[src/rtl/router_pkg.sv]
// Shared router types: flit format, flit labels, per-VC state and direction codes.
// Pure declarations; no latency, no flow control of its own.
package router_pkg;

  localparam int VC_BITS        = 2;
  localparam int NUM_VCS        = 1 << VC_BITS;
  localparam int DIM_BITS       = 4;
  localparam int DIRECTION_BITS = 3;
  localparam int PAYLOAD_BITS   = 16;

  localparam logic [DIRECTION_BITS-1:0] DIR_LOCAL = 3'd0;
  localparam logic [DIRECTION_BITS-1:0] DIR_N     = 3'd1;
  localparam logic [DIRECTION_BITS-1:0] DIR_E     = 3'd2;
  localparam logic [DIRECTION_BITS-1:0] DIR_S     = 3'd3;
  localparam logic [DIRECTION_BITS-1:0] DIR_W     = 3'd4;

  typedef enum logic [1:0] {
    HEAD     = 2'd0,
    BODY     = 2'd1,
    TAIL     = 2'd2,
    HEADTAIL = 2'd3
  } flit_label_t;

  typedef enum logic [1:0] {
    IDLE    = 2'd0,
    ROUTING = 2'd1,
    VA      = 2'd2,
    ACTIVE  = 2'd3
  } vc_state_t;

  typedef struct packed {
    flit_label_t              flit_label;
    logic [VC_BITS-1:0]       vc_id;
    logic [DIM_BITS-1:0]      dst_x;
    logic [DIM_BITS-1:0]      dst_y;
    logic [PAYLOAD_BITS-1:0]  payload;
  } flit_t;

  function automatic logic is_head(input flit_label_t lbl);
    return (lbl == HEAD) || (lbl == HEADTAIL);
  endfunction

  function automatic logic is_tail(input flit_label_t lbl);
    return (lbl == TAIL) || (lbl == HEADTAIL);
  endfunction

endpackage

[src/rtl/vc_fifo.sv]
// Per-VC flit FIFO: a push is visible at data_o one cycle later; data_o reads 0 when empty.
// A push into a full FIFO is dropped unless a pop happens in the same cycle.
module vc_fifo
  import router_pkg::*;
#(
  parameter int DEPTH = 4
) (
  input  logic  clk,
  input  logic  rst,
  input  logic  push_i,
  input  flit_t data_i,
  input  logic  pop_i,
  output flit_t data_o,
  output logic  empty_o,
  output logic  full_o
);

  localparam int PTR_BITS = $clog2(DEPTH);
  localparam int CNT_BITS = PTR_BITS + 1;

  flit_t                mem_q [DEPTH];
  logic [PTR_BITS-1:0]  wr_ptr_q;
  logic [PTR_BITS-1:0]  rd_ptr_q;
  logic [CNT_BITS-1:0]  count_q;
  logic [CNT_BITS-1:0]  count_d;
  logic                 do_push;
  logic                 do_pop;

  assign empty_o = (count_q == '0);
  assign full_o  = (count_q == CNT_BITS'(DEPTH));
  assign do_pop  = pop_i && !empty_o;
  assign do_push = push_i && (!full_o || do_pop);

  always_comb begin
    count_d = count_q;
    case ({do_push, do_pop})
      2'b10:   count_d = count_q + 1'b1;
      2'b01:   count_d = count_q - 1'b1;
      default: count_d = count_q;
    endcase
  end

  // Pointers are exactly PTR_BITS wide, so they wrap modulo DEPTH on their own.
  always_ff @(posedge clk or posedge rst) begin
    if (rst) begin
      wr_ptr_q <= '0;
      rd_ptr_q <= '0;
      count_q  <= '0;
    end else begin
      if (do_push) wr_ptr_q <= wr_ptr_q + 1'b1;
      if (do_pop)  rd_ptr_q <= rd_ptr_q + 1'b1;
      count_q <= count_d;
    end
  end

  always_ff @(posedge clk) begin
    if (do_push) mem_q[wr_ptr_q] <= data_i;
  end

  // Masking on empty keeps storage left over from before a reset off the outputs.
  assign data_o = empty_o ? '0 : mem_q[rd_ptr_q];

endmodule

[src/rtl/input_unit.sv]
// Router input port: per-VC FIFO + IDLE/ROUTING/VA/ACTIVE FSM; head reaches VA 2 cycles after write, credit 1 cycle after pop.
// Upstream is credit-controlled (overflow flits dropped); optional sticky err_o under INPUT_UNIT_ERR_EN.
module input_unit
  import router_pkg::*;
#(
  parameter int BUFFER_DEPTH = 4
) (
  input  logic                                    clk,
  input  logic                                    rst,
  input  flit_t                                   data_i,
  input  logic                                    valid_i,
  output logic [DIM_BITS-1:0]                     dst_x_o,
  output logic [DIM_BITS-1:0]                     dst_y_o,
  input  logic [DIRECTION_BITS-1:0]               rc_i,
  output logic [NUM_VCS-1:0][DIRECTION_BITS-1:0]  route_o,
  output logic [NUM_VCS-1:0]                      va_req_o,
  input  logic [NUM_VCS-1:0]                      va_grant_i,
  input  logic [NUM_VCS-1:0][VC_BITS-1:0]         va_vc_i,
  output logic [NUM_VCS-1:0][VC_BITS-1:0]         out_vc_o,
  output logic [NUM_VCS-1:0]                      sa_req_o,
  input  logic [NUM_VCS-1:0]                      sa_grant_i,
  output flit_t [NUM_VCS-1:0]                     flit_o,
  output logic                                    credit_valid_o,
  output logic [VC_BITS-1:0]                      credit_vc_o
`ifdef INPUT_UNIT_ERR_EN
  ,
  output logic                                    err_o
`endif
);

  vc_state_t                               state_q [NUM_VCS];
  logic [NUM_VCS-1:0][DIRECTION_BITS-1:0]  route_q;
  logic [NUM_VCS-1:0][VC_BITS-1:0]         out_vc_q;
  logic                                    credit_valid_q;
  logic [VC_BITS-1:0]                      credit_vc_q;

  logic [NUM_VCS-1:0] push;
  logic [NUM_VCS-1:0] pop;
  logic [NUM_VCS-1:0] empty;
  logic [NUM_VCS-1:0] full;
  logic               rt_vld;
  logic [VC_BITS-1:0] rt_sel;

  for (genvar v = 0; v < NUM_VCS; v++) begin : g_vc
    assign push[v] = valid_i && (data_i.vc_id == VC_BITS'(v)) && (!full[v] || pop[v]);
    assign pop[v]  = sa_grant_i[v] && (state_q[v] == ACTIVE) && !empty[v];

    assign va_req_o[v] = (state_q[v] == VA);
    assign sa_req_o[v] = (state_q[v] == ACTIVE) && !empty[v];

    vc_fifo #(
      .DEPTH (BUFFER_DEPTH)
    ) u_fifo (
      .clk     (clk),
      .rst     (rst),
      .push_i  (push[v]),
      .data_i  (data_i),
      .pop_i   (pop[v]),
      .data_o  (flit_o[v]),
      .empty_o (empty[v]),
      .full_o  (full[v])
    );
  end

  // Single route-computation port: lowest-index VC in ROUTING wins, others wait.
  always_comb begin
    rt_vld = 1'b0;
    rt_sel = '0;
    for (int v = NUM_VCS - 1; v >= 0; v--) begin
      if (state_q[v] == ROUTING) begin
        rt_vld = 1'b1;
        rt_sel = VC_BITS'(v);
      end
    end
  end

  assign dst_x_o = rt_vld ? flit_o[rt_sel].dst_x : '0;
  assign dst_y_o = rt_vld ? flit_o[rt_sel].dst_y : '0;

  always_ff @(posedge clk or posedge rst) begin
    if (rst) begin
      for (int v = 0; v < NUM_VCS; v++) state_q[v] <= IDLE;
      route_q        <= '0;
      out_vc_q       <= '0;
      credit_valid_q <= 1'b0;
      credit_vc_q    <= '0;
    end else begin
      credit_valid_q <= 1'b0;
      for (int v = 0; v < NUM_VCS; v++) begin
        case (state_q[v])
          IDLE: begin
            if (!empty[v] && is_head(flit_o[v].flit_label)) state_q[v] <= ROUTING;
          end
          ROUTING: begin
            if (rt_vld && (rt_sel == VC_BITS'(v))) begin
              route_q[v] <= rc_i;
              state_q[v] <= VA;
            end
          end
          VA: begin
            if (va_grant_i[v]) begin
              out_vc_q[v] <= va_vc_i[v];
              state_q[v]  <= ACTIVE;
            end
          end
          ACTIVE: begin
            if (pop[v]) begin
              credit_valid_q <= 1'b1;
              credit_vc_q    <= VC_BITS'(v);
              if (is_tail(flit_o[v].flit_label)) state_q[v] <= IDLE;
            end
          end
          default: state_q[v] <= IDLE;
        endcase
      end
    end
  end

  assign route_o        = route_q;
  assign out_vc_o       = out_vc_q;
  assign credit_valid_o = credit_valid_q;
  assign credit_vc_o    = credit_vc_q;

`ifdef INPUT_UNIT_ERR_EN
  logic err_q;
  logic err_evt;

  always_comb begin
    err_evt = 1'b0;
    for (int v = 0; v < NUM_VCS; v++) begin
      if (valid_i && (data_i.vc_id == VC_BITS'(v)) && full[v] && !pop[v]) err_evt = 1'b1;
      if (sa_grant_i[v] && !pop[v]) err_evt = 1'b1;
      if ((state_q[v] == IDLE) && !empty[v] && !is_head(flit_o[v].flit_label)) err_evt = 1'b1;
    end
  end

  always_ff @(posedge clk or posedge rst) begin
    if (rst) err_q <= 1'b0;
    else     err_q <= err_q | err_evt;
  end

  assign err_o = err_q;
`endif

endmodule

[config.mk]
export PLATFORM = sky130hd
export DESIGN_NAME = input_unit
export DESIGN_NICKNAME = d
export VERILOG_FILES = /design/src/rtl/router_pkg.sv /design/src/rtl/vc_fifo.sv /design/src/rtl/input_unit.sv
export SDC_FILE = /design/constraint.sdc
export NUM_CORES = 1
export LEC_CHECK = 0
export ABC_CLOCK_PERIOD_IN_PS = 7170
export CAP_MARGIN = 5
export CELL_PAD_IN_SITES_DETAIL_PLACEMENT = 0
export CELL_PAD_IN_SITES_GLOBAL_PLACEMENT = 1
export CORE_MARGIN = 2
export CORE_UTILIZATION = 35
export DETAILED_ROUTE_END_ITERATION = 16
export DONT_BUFFER_PORTS = 1
export PLACE_DENSITY = 0.6
export SETUP_SLACK_MARGIN = 0.4
export SLEW_MARGIN = 20
export SYNTH_ARGS = -nofsm -noshare
export SYNTH_HDL_FRONTEND = slang
export SYNTH_SLANG_ARGS = --single-unit
[constraint.sdc]
create_clock -name clk -period 7.17 [get_ports clk]
set_clock_uncertainty 0.2 [all_clocks]
set_input_delay 1.434 -clock clk [delete_from_list [all_inputs] [get_ports clk]]
set_output_delay 1.434 -clock clk [all_outputs]
set_load 0.02 [all_outputs]
# [After elaboration in Yosys (flattened, before gate mapping)]
# Memory sizes are Yosys's and may differ from the RTL's.
# Index checks and enable logic that the tools add are counted.
# Widths: inputs -> output; s select.
[op_classes] addsub=16 n_lt_le_gt_ge=1 n_eq_ne=58 mux=68 n_reduce_logical=90
[op_table] op="$mux 28" n=4
[op_table] op="$mux 2" n=32
[op_table] op="$bmux 28 s2" n=1
[op_table] op="$eq 2x2->1 const B" n=24
[op_table] op="$logic_and 1x1->1" n=36
[op_table] op="$ne 2x1->1 const B" n=16
[op_table] op="$pmux 2 s4" n=4
[op_table] op="$mux 24" n=1
[op_table] op="$pmux 3 s2" n=4
[op_table] op="$eq 2x1->1 const B" n=10
[op_table] op="$logic_not 2->1" n=10
[op_table] op="$mux 1" n=20
[op_table] op="$reduce_and 5->1" n=4
[op_table] op="$add 2x1->2 const B" n=8
[op_table] op="$logic_or 1x1->1" n=16
[op_table] op="$reduce_and 2->1" n=8
[op_table] op="$add 3x1->3 const B" n=4
[op_table] op="$eq 3x3->1 const B" n=4
[op_table] op="$logic_not 3->1" n=4
[op_table] op="$sub 3x1->3 const B" n=4
[op_table] op="$logic_not 1->1" n=8
[op_table] op="$mux 4" n=2
[op_table] op="$ne 2x2->1 const B" n=4
[op_table] op="$reduce_bool 2->1" n=4
[op_table] op="$lt 2x3->1 const B" n=1
[word_totals] reg_bits=59 ram_bits=448 inputBits=50 out_inout_bits=151 wordCells=263 mem_count=4
[memory_table] memory="g_vc[0].u_fifo.mem_q" words=4 word_bits=28 rd=1 rd_ports_with_merged_regs=0 write_ports=1 line="vc_fifo.sv:21" rtl="flit_t mem_q [DEPTH];"
[memory_table] memory="g_vc[1].u_fifo.mem_q" words=4 word_bits=28 rd=1 rd_ports_with_merged_regs=0 write_ports=1 line="vc_fifo.sv:21"
[memory_table] memory="g_vc[2].u_fifo.mem_q" words=4 word_bits=28 rd=1 rd_ports_with_merged_regs=0 write_ports=1 line="vc_fifo.sv:21"
[memory_table] memory="g_vc[3].u_fifo.mem_q" words=4 word_bits=28 rd=1 rd_ports_with_merged_regs=0 write_ports=1 line="vc_fifo.sv:21"

# [Longest topological paths before layout]
# Gate-level depths: netlist of run 1.
[depth] depth_word=11 ltp_mapped=11 mapped_depth_nobuf=10

# [Cells and area by module]
# Synthesis of run 1 repeated with hierarchy kept, for this count alone.
[hier_totals] cells_unflattened=1121 area_unflattened_um2=20946.3
[modules_own_cells] mod="vc_fifo at g_vc[0].u_fifo ..." n_inst=3 cells_per_inst=232 area_each_um2=4730.8 seq_area_each_um2=3538.4
[modules_own_cells] mod="vc_fifo at g_vc[3].u_fifo" n_inst=1 cells_per_inst=217 area_each_um2=4653.2 seq_area_each_um2=3538.4
[modules_own_cells] mod="input_unit" n_inst=1 cells_per_inst=208 area_each_um2=2100.8 seq_area_each_um2=775.7

# [Worst setup path after synthesis of run 1]
# OpenSTA, ideal clock, no wires.
[synth_path] kind="input -> register" startpoint="in data_i[25] in the netlist's numbering" endpoint="mem g_vc[0].u_fifo.mem_q[0][0] in the netlist's numbering, enable pin" setup_time_ps=387 t_arrival_ps=2952 required_ps=6583 slack_ps=3631 cell_stages=3 path_buffers=0 cell_sequence="nand2b_1 a311oi_1 and2_1"
[synth_via] elab_chain_cells=6
[synth_rtl] item="start: declaration" line="input_unit.sv:10" rtl="input flit_t data_i,"
[synth_rtl] item="$logic_not 2->1" line="input_unit.sv:45" rtl="assign push[v] = valid_i && (data_i.vc_id == VC_BITS'(v)) && (!full[v] || pop[v]);"
[synth_rtl] item="$logic_and 1x1->1 (2 in series)" line="input_unit.sv:45"
[synth_rtl] item="$logic_and 1x1->1" line="vc_fifo.sv:32" rtl="assign do_push = push_i && (!full_o || do_pop);"
[synth_rtl] item="$mux 1" line="vc_fifo.sv:57" rtl="if (do_push) mem_q[wr_ptr_q] <= data_i;"
[synth_rtl] item="$mux 1 (not written as such)" line="vc_fifo.sv:57"
[synth_rtl] item="end: declaration" line="vc_fifo.sv:21"
# Every way passes these cells.

==> summary.md, run 1 <==
| Metric | Value |
|---|---|
| Drt drc | 0 |
| Critical path class | register to output pin |
| Crit path DAT | 3150 ps |
| Vias/cell | 5.11 |
| Cell Count, Final, Fillers Out | 1916 |
| CTS resizes | 0 |
| Startpoint Class | register |
| Die width | 247 um |
| Layout cell share with drive strength beyond 1 | 0.218 |
| Post-synthesis simple-gate area fraction | 0.0557 |
| Largest net degree at the start of global routing | 60 |
| Final setup violating endpoints | 0 |
| XOR/XNOR Fraction of Synth Area | 0.0102 |
| Fmax | 209 MHz |
| Slew Limit Fails | 0 |
| Flop and latch count out of synthesis | 507 |
| Post-synthesis mux area share | 0.138 |
| Antenna violations before repair | 0 |
| WL final | 50.8 mm |
| DIE AREA | 60800 sq um |
| FP Rows | 88 |
| Hold-fix buffers, CTS | 0 |
| Placement Setup Slack | 2920 ps |
| DP Wirelength | 32.3 mm |
| Compound-Gate Fraction of Synth Area | 0.0187 |
| Synth Instances | 1064 |
| Minimum clock period | 4780 ps |
| Fin area | 23300 sq um |
| Initial Utilization | 0.355 |
| Largest family of logic cells by synthesized area | multiplexers |
| Syn Std Cell Area | 20600 sq um |
| Final-stage net count | 1210 |
| Max-slew headroom | 0.378 |
| Post-synth net total | 1165 |
| RSZ-0062 raised after global routing | false |
| Vias in the first global route | 10300 |
| Port Buffers | 0 |
| Max IR drop VDD | 0.209 mV |
| Clock tree from TritonCTS | done |
| Hold Path Class | register to register |
| Post-Route Utilization | 0.402 |
| Crit. End Element | output pin |
| Fin worst setup slack | 2390 ps |
| Fin. Hold Viols | 0 |
| Period utilisation layout | 0.667 |
| Worst-Margin Slew | 932 ps |
| H-tree levels | 2 |
| TNS Setup | 0 ps |
| Detail Route Antenna Nets | 0 |
| Io pins | 201 |
| WP data required | 5540 ps |
| Die height | 247 um |
| Cell Pwr Density | 432 nW/um^2 |
| Global-route wire length before repair | 72.9 mm |
| Clk buf depth | 3 |
| Hold_ws | 310 ps |
| Clk slew on worst S/H paths | 60 ps |
| Total grt overflow | 0 |
| All-Layer GR Usage | 0.168 |
| Clock root cell | clkbuf_16 |
| Synth cell types | 46 |
| Crit path max fanout | 20 |
| Hold Path Cell Cnt | 1 |
| First-pass iteration count of the detailed router | 4 |
| Adder-cell share of the synthesized area | 0.0325 |
| DR WL/cell | 26.5 um |
| Cell area after placement | 21500 sq um |
| CORE AREA | 57900 sq um |
| Leakage | 7.89 nW |
| Synthesis-to-finish area growth | 13.1% |
| Routed vias | 9790 |
| Cells after DPL | 1818 |
| Yosys synthesis warning count | 0 |
| Post-CTS Setup Bufs | 0 |
| RD Place Congestion | 0.727 |
| CTS buffer count | 54 |
| Max cap viols | 0 |
| Overall Power | 10.1 mW |
| Outcome | finished clean |
| Reg2reg path depth | 8 |
| Initial DRC Count | 715 |
| Clock net sink count | 507 |
| Syn avg cell area | 19.3 sq um |
| Seq/Total Area, Yosys | 0.725 |
| Worst skew pair latency | 610 ps |
-- worst max-delay path, stage by stage (launching register included) --
cell and delay [ps]:
dfrtp_2 640, buf_4 510, mux4_1 610, and2_1 260
a221oi_1 320, a21oi_1 170
-- metal layers --
metal	vias to the layer above	part of all wire	GRT usage
met5	-	0	0
met4	0	0.015	0.0356
met3	67	0.089	0.0644
met2	294	0.48	0.273
met1	5205	0.42	0.215
li1	4224	-	-
-- Yosys cell counts, drive strengths merged --
library cell    n  area [sq um]
a211o           5          43.8
a211oi          4          30.0
a21oi           7          35.0
a221o           2          20.0
a221oi          4          41.3
a222oi          3          30.0
a22o            2          17.5
a22oi           1          7.51
a311oi          4          58.8
a32oi           2          17.5
and2          100           631
buf            24           165
clkbuf         17          63.8
dfrtp          59          1480
edfxtp        448         13500
fa              4          80.1
ha             47           588
inv            46           173
mux2           23           259
mux2i          13           130
mux4          108          2450
nand2          30           113
nand2b          5          31.3
nand3           7          45.0
nor2           18          67.6
nor2b          32           200
nor3            5          25.0
o211ai          1          7.51
o21ai          12          60.1
o31a            1          8.76
o31ai           1          7.51
or2             1          6.26
or3             3          18.8
or3b            1          8.76
xnor2          15           131
xor2            9          78.8
-- placed cells by master (no fill, tap or decap), drive strengths merged, types with 5 or more instances in the layout --
cell    instances
ha             47
nor3            5
and2          100
edfxtp        448
xnor2          15
o21ai          12
xor2            9
a21oi           7
nor2           18
inv            46
a211o           5
nand2          30
mux2i          13
clkbuf         66
nand3           7
mux2           23
mux4          108
dfrtp          59
buf            30
clkinv         25
nand2b          5
nor2b          32
-- cells by family (layout without fill, tap and decap cells) --
logic type      Yosys count  after routing
other cells               0              1
fa+ha+maj                51             51
mux                     144            144
flops                   507            507
xor+xnor                 24             24
buf+inv                  87            173
compound gates           49             49
simple gates            202            202
-- path summary, 6_finish.rpt --
kind                                                              from                                      to  slack (ps)
worst max-delay path            g_vc[2].u_fifo.rd_ptr_q[0]$_DFFE_PP0P_                              dst_x_o[0]        2390
worst min-delay path             g_vc[0].u_fifo.count_q[2]$_DFFE_PP0P_   g_vc[0].u_fifo.count_q[2]$_DFFE_PP0P_         310
worst max register to register  g_vc[3].u_fifo.rd_ptr_q[0]$_DFFE_PP0P_                  state_q[1]$_DFFE_PP0P_        3740
worst min register to register   g_vc[0].u_fifo.count_q[2]$_DFFE_PP0P_   g_vc[0].u_fifo.count_q[2]$_DFFE_PP0P_         310
max in group asynchronous                                          rst  g_vc[1].u_fifo.rd_ptr_q[0]$_DFFE_PP0P_        5360
min in group asynchronous                                          rst                 out_vc_o[0]$_DFFE_PP0P_         770
-- area by class of cell --
type                       instances  area [sq um]
antenna                            1          2.50
clock buffer                      66          1450
clock inverter                    31           279
fill                            5275         34600
inverter                          46           173
multi-input combinational        470          5270
sequential                       507         14900
tap                              765           957
timing repair buffer              30           225
-- sequential cells by signal, indices dropped and copies added (netlist names), 2 cells and up --
signal / flops
route_o: 12
g_vc.u_fifo.wr_ptr_q: 8
g_vc.u_fifo.count_q: 12
g_vc.u_fifo.mem_q: 448
credit_vc_o: 2
state_q: 8
out_vc_o: 8
g_vc.u_fifo.rd_ptr_q: 8
-- power breakdown --
group	leakage, nW	switching [mW]	internal (mW)
logic	2.30	2.25	1.22
clock network	0.849	1.13	1.57
registers	4.74	0.342	3.55
total	7.89	3.72	6.34
Power figures use the tool's default switching activity.
==> run 2: changes to the inputs <==
ABC_CLOCK_PERIOD_IN_PS = 4900   (was 7170)
clock period = 4.9 ns   (was 7.17 ns; I/O delays follow)
==> run 2 against run 1 <==
Highest routed layer unchanged. Register-to-register slack got worse by 2200 ps. Wire length up 0.57%. Core utilization is essentially flat.
==> summary.md, run 2 (synthesis results as in run 1) <==
| Metric | Value |
|---|---|
| Total grt overflow | 0 (unchanged) |
| Vias in the first global route | 10200 (-0.86%) |
| Met1 usage | 0.226 (+0.0106) |
| Hold Path Class | input pin to async pin |
| Fin. Hold Viols | 0 (unchanged) |
| Startpoint Class | register |
| Minimum clock period | 4180 ps |
| Routed vias | 9840 (+0.51%) |
| WL final | 51.0 mm (+0.57%) |
| Commonest non-fill, non-tap cell in the layout | edfxtp_1 |
| Max-slew headroom | 0.356 (-0.0219) |
| Fill count | 5243 (-0.61%) |
| RSZ-0062 raised after global routing | false |
| Max reg flops | 448 (unchanged) |
| Overall Power | 14.5 mW (+44%) |
| Layout cell share with drive strength beyond 1 | 0.211 (-0.00701) |
| Global-route wire length before repair | 73.3 mm (+0.47%) |
| Slowest cell on the critical path | or2_2 |
| Post-CTS Setup Bufs | 0 (unchanged) |
| Clk slew on worst S/H paths | 60 ps (about the same) |
| Final setup violating endpoints | 0 (unchanged) |
| Io pins | 201 (unchanged) |
| DR WL/cell | 26.6 um (+0.36%) |
| FP Rows | 88 (unchanged) |
| Post-Route Utilization | 0.402 (about the same) |
| Crit path max fanout | 14 (-30%) |
| Max IR drop VDD | 0.322 mV (+54%) |
| Met3 GRT Util | 0.0416 (-0.0228) |
| CP cell instances | inv_1 -> ha_1 -> or2_2 -> nor3_1 -> a22o_1 -> a221o_1 |
| CTS buffer count | 54 (unchanged) |
| Met2 Resource Use GR | 0.276 (+0.00355) |
| Max cap viols | 0 (unchanged) |
| Port Buffers | 0 (unchanged) |
| Largest Register | g_vc.u_fifo.mem_q |
| Vias/cell | 5.13 (+0.30%) |
| Cell Pwr Density | 625 nW/um^2 (+45%) |
| H-tree levels | 2 (unchanged) |
| RD Place Congestion | 0.745 (+2.5%) |
| CP peak stage delay | 530 ps (-110 ps) |
| Worst skew pair latency | 630 ps (+20 ps) |
| Hold-fix buffers, CTS | 0 (unchanged) |
| Most frequent cells in the layout | edfxtp_1 (448), mux4_2 (102), and2_1 (98), dfrtp_1 (55), clkbuf_16 (54) |
| Fmax | 239 MHz |
| DIE AREA | 60800 sq um (unchanged) |
| Final-stage net count | 1215 (+0.41%) |
| Crit. End Element | output pin |
| Outcome | finished clean |
| Drt drc | 0 (unchanged) |
| Die width | 247 um (unchanged) |
| Crit path DAT | 3000 ps (-150 ps) |
| Initial Utilization | 0.355 (unchanged) |
| First-pass iteration count of the detailed router | 5 (+1) |
| TNS Setup | 0 ps (unchanged) |
| Leakage | 7.86 nW (-0.39%) |
| Period utilisation layout | 0.854 |
| Clock tree from TritonCTS | done |
| Initial DRC Count | 596 (-17%) |
| Busiest grt layer | met2 |
| Slew Limit Fails | 0 (unchanged) |
| Largest net degree at the start of global routing | 38 (-37%) |
| Detail Route Antenna Nets | 0 (unchanged) |
| Clock net sink count | 507 (unchanged) |
| Antenna Cells | 0 (-1) |
| Antenna violations before repair | 1 (+1) |
| Worst-Margin Slew | 960 ps (+28.2 ps) |
| WP data required | 3720 ps (-1820 ps) |
| Clk buf depth | 3 (unchanged) |
| CORE AREA | 57900 sq um (unchanged) |
| All-Layer GR Usage | 0.169 (+0.000994) |
| Critical path class | register to output pin |
| CTS resizes | 0 (unchanged) |
| Die height | 247 um (unchanged) |
| Clock root cell | clkbuf_16 |
| Synthesis-to-finish area growth | 13.1% (about the same) |
| DP Wirelength | 32.7 mm (+1.1%) |
## run 2: final timing paths
kind / startpoint / to / slack [ps] / depth (start not counted)
min in group clk: data_i[12] / g_vc[0].u_fifo.mem_q[3][12]$_DFFE_PP_ / 240 / 0
setup reg to reg: g_vc[0].u_fifo.rd_ptr_q[1]$_DFFE_PP0P_ / state_q[7]$_DFFE_PP0P_ / 1560 / 10
max in group asynchronous: rst / g_vc[2].u_fifo.rd_ptr_q[0]$_DFFE_PP0P_ / 3360 / 2
setup / recovery: state_q[7]$_DFFE_PP0P_ / dst_x_o[3] / 720 / 6
hold reg to reg: g_vc[1].u_fifo.count_q[2]$_DFFE_PP0P_ / g_vc[1].u_fifo.count_q[2]$_DFFE_PP0P_ / 320 / 1
hold / removal: rst / g_vc[1].u_fifo.wr_ptr_q[0]$_DFFE_PP0P_ / 240 / 1
## run 2: metal layers
layer | vias to the layer above | share of wire
li1 | 4213 | -
met1 | 5265 | 0.43
met2 | 294 | 0.48
met3 | 68 | 0.066
met4 | 0 | 0.021
met5 | - | 0
## run 2: through the flow
step                      worst slack, ps  cells  hold slack, ps  area, sq um
final                                 716   1920             237        23300
after global routing                  551   1920             203        23300
after CTS                             647   1920             199        23300
after detailed placement             1300   1823             311        21600
after global placement               1330   1823             307        21600
after floorplan                      1810   1064             264        20600
## run 2: final cells by class
class,count,area [sq um],area share
Tap cell,765,957,0.0411
Multi-Input combinational cell,470,5270,0.226
Timing Repair Buffer,35,325,0.0140
Sequential cell,507,14900,0.642
Inverter,46,173,0.00742
Clock buffer,70,1410,0.0606
Clock inverter,27,210,0.00903
## run 2: critical path: cells and delay by family, from the launching register on
| family | cells | cell delay, ps |
|---|---|---|
| compound gates | 2 | 450 |
| simple gates | 2 | 1050 |
| buf+inv | 1 | 90 |
| fa+ha+maj | 1 | 420 |
| flops | 1 | 390 |
## run 2: power by group
part           internal [mW]  switching [mW]
Combinational           1.81            3.24
Sequential              5.19           0.520
Clock                   2.09            1.70
==> run 3: changes to the inputs <==
CORE_ASPECT_RATIO = 0.5   (was unset)
==> run 3 against run 2 <==
Non-clock buffer count decreased by 7. Cell area is 1.0% lower. Core utilization down 0.26 points. Critical endpoint unchanged. Highest routed layer unchanged. Setup slack lost 88 ps. Largest power group unchanged.
==> summary.md, run 3 (synthesis results as in run 1) <==
| Metric | Value |
|---|---|
| Outcome | finished clean |
| Worst-Margin Slew | 1080 ps (+120 ps) |
| Vias in the first global route | 10000 (-1.4%) |
| Most frequent cells in the layout | edfxtp_1 (448), mux4_2 (102), and2_1 (98), dfrtp_1 (55) |
| RSZ-0062 raised after global routing | false |
| Layout cell share with drive strength beyond 1 | 0.205 (-0.00651) |
| Hold_ws | 166 ps (-71.1 ps) |
| Detail Route Antenna Nets | 0 (unchanged) |
| Cell Pwr Density | 611 nW/um^2 (-2.2%) |
| Number of buffers and inverters on the critical path | 1 (unchanged) |
| CP peak stage delay | 590 ps (+60 ps) |
| CORE AREA | 57700 sq um (-0.35%) |
| Total grt overflow | 0 (unchanged) |
| Crit path DAT | 3090 ps (+90 ps) |
| Slowest cell on the critical path | nor3_1 |
| CP cell instances | inv_1 -> ha_1 -> or2_2 -> nor3_1 -> a22o_1 -> a221o_1 |
| All-Layer GR Usage | 0.151 (-0.0184) |
| Synthesis-to-finish area growth | 11.9% |
| Clock net sink count | 507 (unchanged) |
| Pint | 8.86 mW (-2.5%) |
| Global-route wire length before repair | 68.0 mm (-7.3%) |
| FP Rows | 62 (-30%) |
| Crit path max fanout | 14 (unchanged) |
| Clock tree from TritonCTS | done |
| Largest net degree at the start of global routing | 34 (-11%) |
| Clk pwr share | 0.248 (-0.012) |
| Max-slew headroom | 0.275 (-0.0805) |
| First-pass iteration count of the detailed router | 5 (unchanged) |
| Critical path class | register to output pin |
| Fin. Hold Viols | 0 (unchanged) |
| Initial DRC Count | 660 (+11%) |
| Port Buffers | 0 (unchanged) |
| Seq pwr share | 0.408 (+0.015) |
| Die height | 175 um (-29%) |
| H-tree levels | 2 (unchanged) |
| Vias/cell | 5.05 (-1.5%) |
| Slew Limit Fails | 0 (unchanged) |
| RD Place Congestion | 0.761 (+2.1%) |
| DIE AREA | 60900 sq um (+0.19%) |
| Crit. End Element | output pin |
| CTS resizes | 0 (unchanged) |
| Die width | 347 um (+41%) |
| Io pins | 201 (unchanged) |
| Commonest non-fill, non-tap cell in the layout | edfxtp_1 |
| Gate power share | 0.345 (-0.002) |
| Overall Power | 14.1 mW (-3.1%) |
| Hold Path Class | input pin to async pin |
| Max IR drop VDD | 0.353 mV (+9.8%) |
| Startpoint Class | register |
| Final setup violating endpoints | 0 (unchanged) |
| Worst path top cell family by delay | simple AND/OR/NAND/NOR gates |
| CTS buffer count | 47 (-13%) |
| P_sw | 5.22 mW (-4.2%) |
| Post-CTS Setup Bufs | 0 (unchanged) |
| Leakage | 7.74 nW (-1.5%) |
| Minimum clock period | 4270 ps (+87.6 ps) |
| Drt drc | 0 (unchanged) |
| Period utilisation layout | 0.872 (+0.0179) |
| DP Wirelength | 30.1 mm (-8.0%) |
| Max reg flops | 448 (unchanged) |
| Worst skew pair latency | 590 ps (-40 ps) |
| Max cap viols | 0 (unchanged) |
| Largest Register | g_vc.u_fifo.mem_q |
| WL final | 46.1 mm (-9.8%) |
| Antenna violations before repair | 1 (unchanged) |
| Clk slew on worst S/H paths | 70 ps (about the same) |
| Cell area after placement | 21600 sq um (-0.28%) |
| Fin area | 23000 sq um (-1.0%) |
| Clock root cell | clkbuf_16 |
| Routed vias | 9625 (-2.2%) |
| Clk buf depth | 3 (unchanged) |
| WP data required | 3720 ps (about the same) |
| Switching share of power | 0.371 (-0.00396) |
| DR WL/cell | 24.1 um (-9.2%) |
| TNS Setup | 0 ps (unchanged) |
| Final-stage net count | 1201 (-1.2%) |
| Fmax | 234 MHz (-2.1%) |
| Post-Route Utilization | 0.399 (-0.00264) |
| Initial Utilization | 0.357 (+0.00123) |
| Hold-fix buffers, CTS | 0 (unchanged) |
## run 3: cell types whose count changed in the layout (fill, tap and decap cells not counted), sizes merged
cell	previous run	this run
clkbuf	70	64
clkinv	22	19
buf	35	28
diode	0	1
clkinvlp	2	1
## run 3: worst register-to-register path: stages, from the launching register on
cell and delay [ps]:
dfrtp_1 940, buf_4 440, mux4_2 370, and2_1 270, ha_1 320, inv_1 40
o21ai_0 230, nand3_1 140, mux2_2 290
## run 3: through the flow
stage	setup WS, ps	std cells
after floorplan	1810	1064
after global placement	1230	1819
after detailed placement	1210	1819
after CTS	549	1906
after global routing	454	1906
final	629	1907
## run 3: worst paths after layout
check | from | endpoint | slack [ps] | depth (start not counted)
worst max-delay path | state_q[7]$_DFFE_PP0P_ | dst_x_o[3] | 630 | 6
worst min-delay path | rst | credit_valid_o$_DFF_PP0_ | 170 | 1
worst max register to register | g_vc[0].u_fifo.rd_ptr_q[1]$_DFFE_PP0P_ | state_q[7]$_DFFE_PP0P_ | 1550 | 8
worst min register to register | g_vc[1].u_fifo.count_q[2]$_DFFE_PP0P_ | g_vc[1].u_fifo.count_q[2]$_DFFE_PP0P_ | 330 | 1
max in group asynchronous | rst | g_vc[2].u_fifo.rd_ptr_q[0]$_DFFE_PP0P_ | 3320 | 2
min in group clk | data_i[4] | g_vc[2].u_fifo.mem_q[2][4]$_DFFE_PP_ | 280 | 0
## run 3: power groups by stage
stage	combinational (mW)	sequential, mW	clock (mW)
floorplan	3.99	5.59	0
global placement	4.89	5.82	0
detailed placement	4.98	5.85	0
CTS	4.99	5.76	3.58
global route	5.21	5.81	3.77
finish	4.85	5.74	3.49
## run 3: layout make-up
cell class,count,area (sq um)
clock buffers,64,1260
fillers,5165,34700
diodes,1,2.50
clock inverters,23,185
flip-flops and latches,507,14900
multi-input cells,470,5270
inverters,46,173
repair buffers,28,260
well taps,768,961
## run 3: per-layer routing
metal,wire length (um),track usage
met1,18700,0.184
met2,24900,0.280
met3,1540,0.0258
met4,942,0.0362
met5,0,0
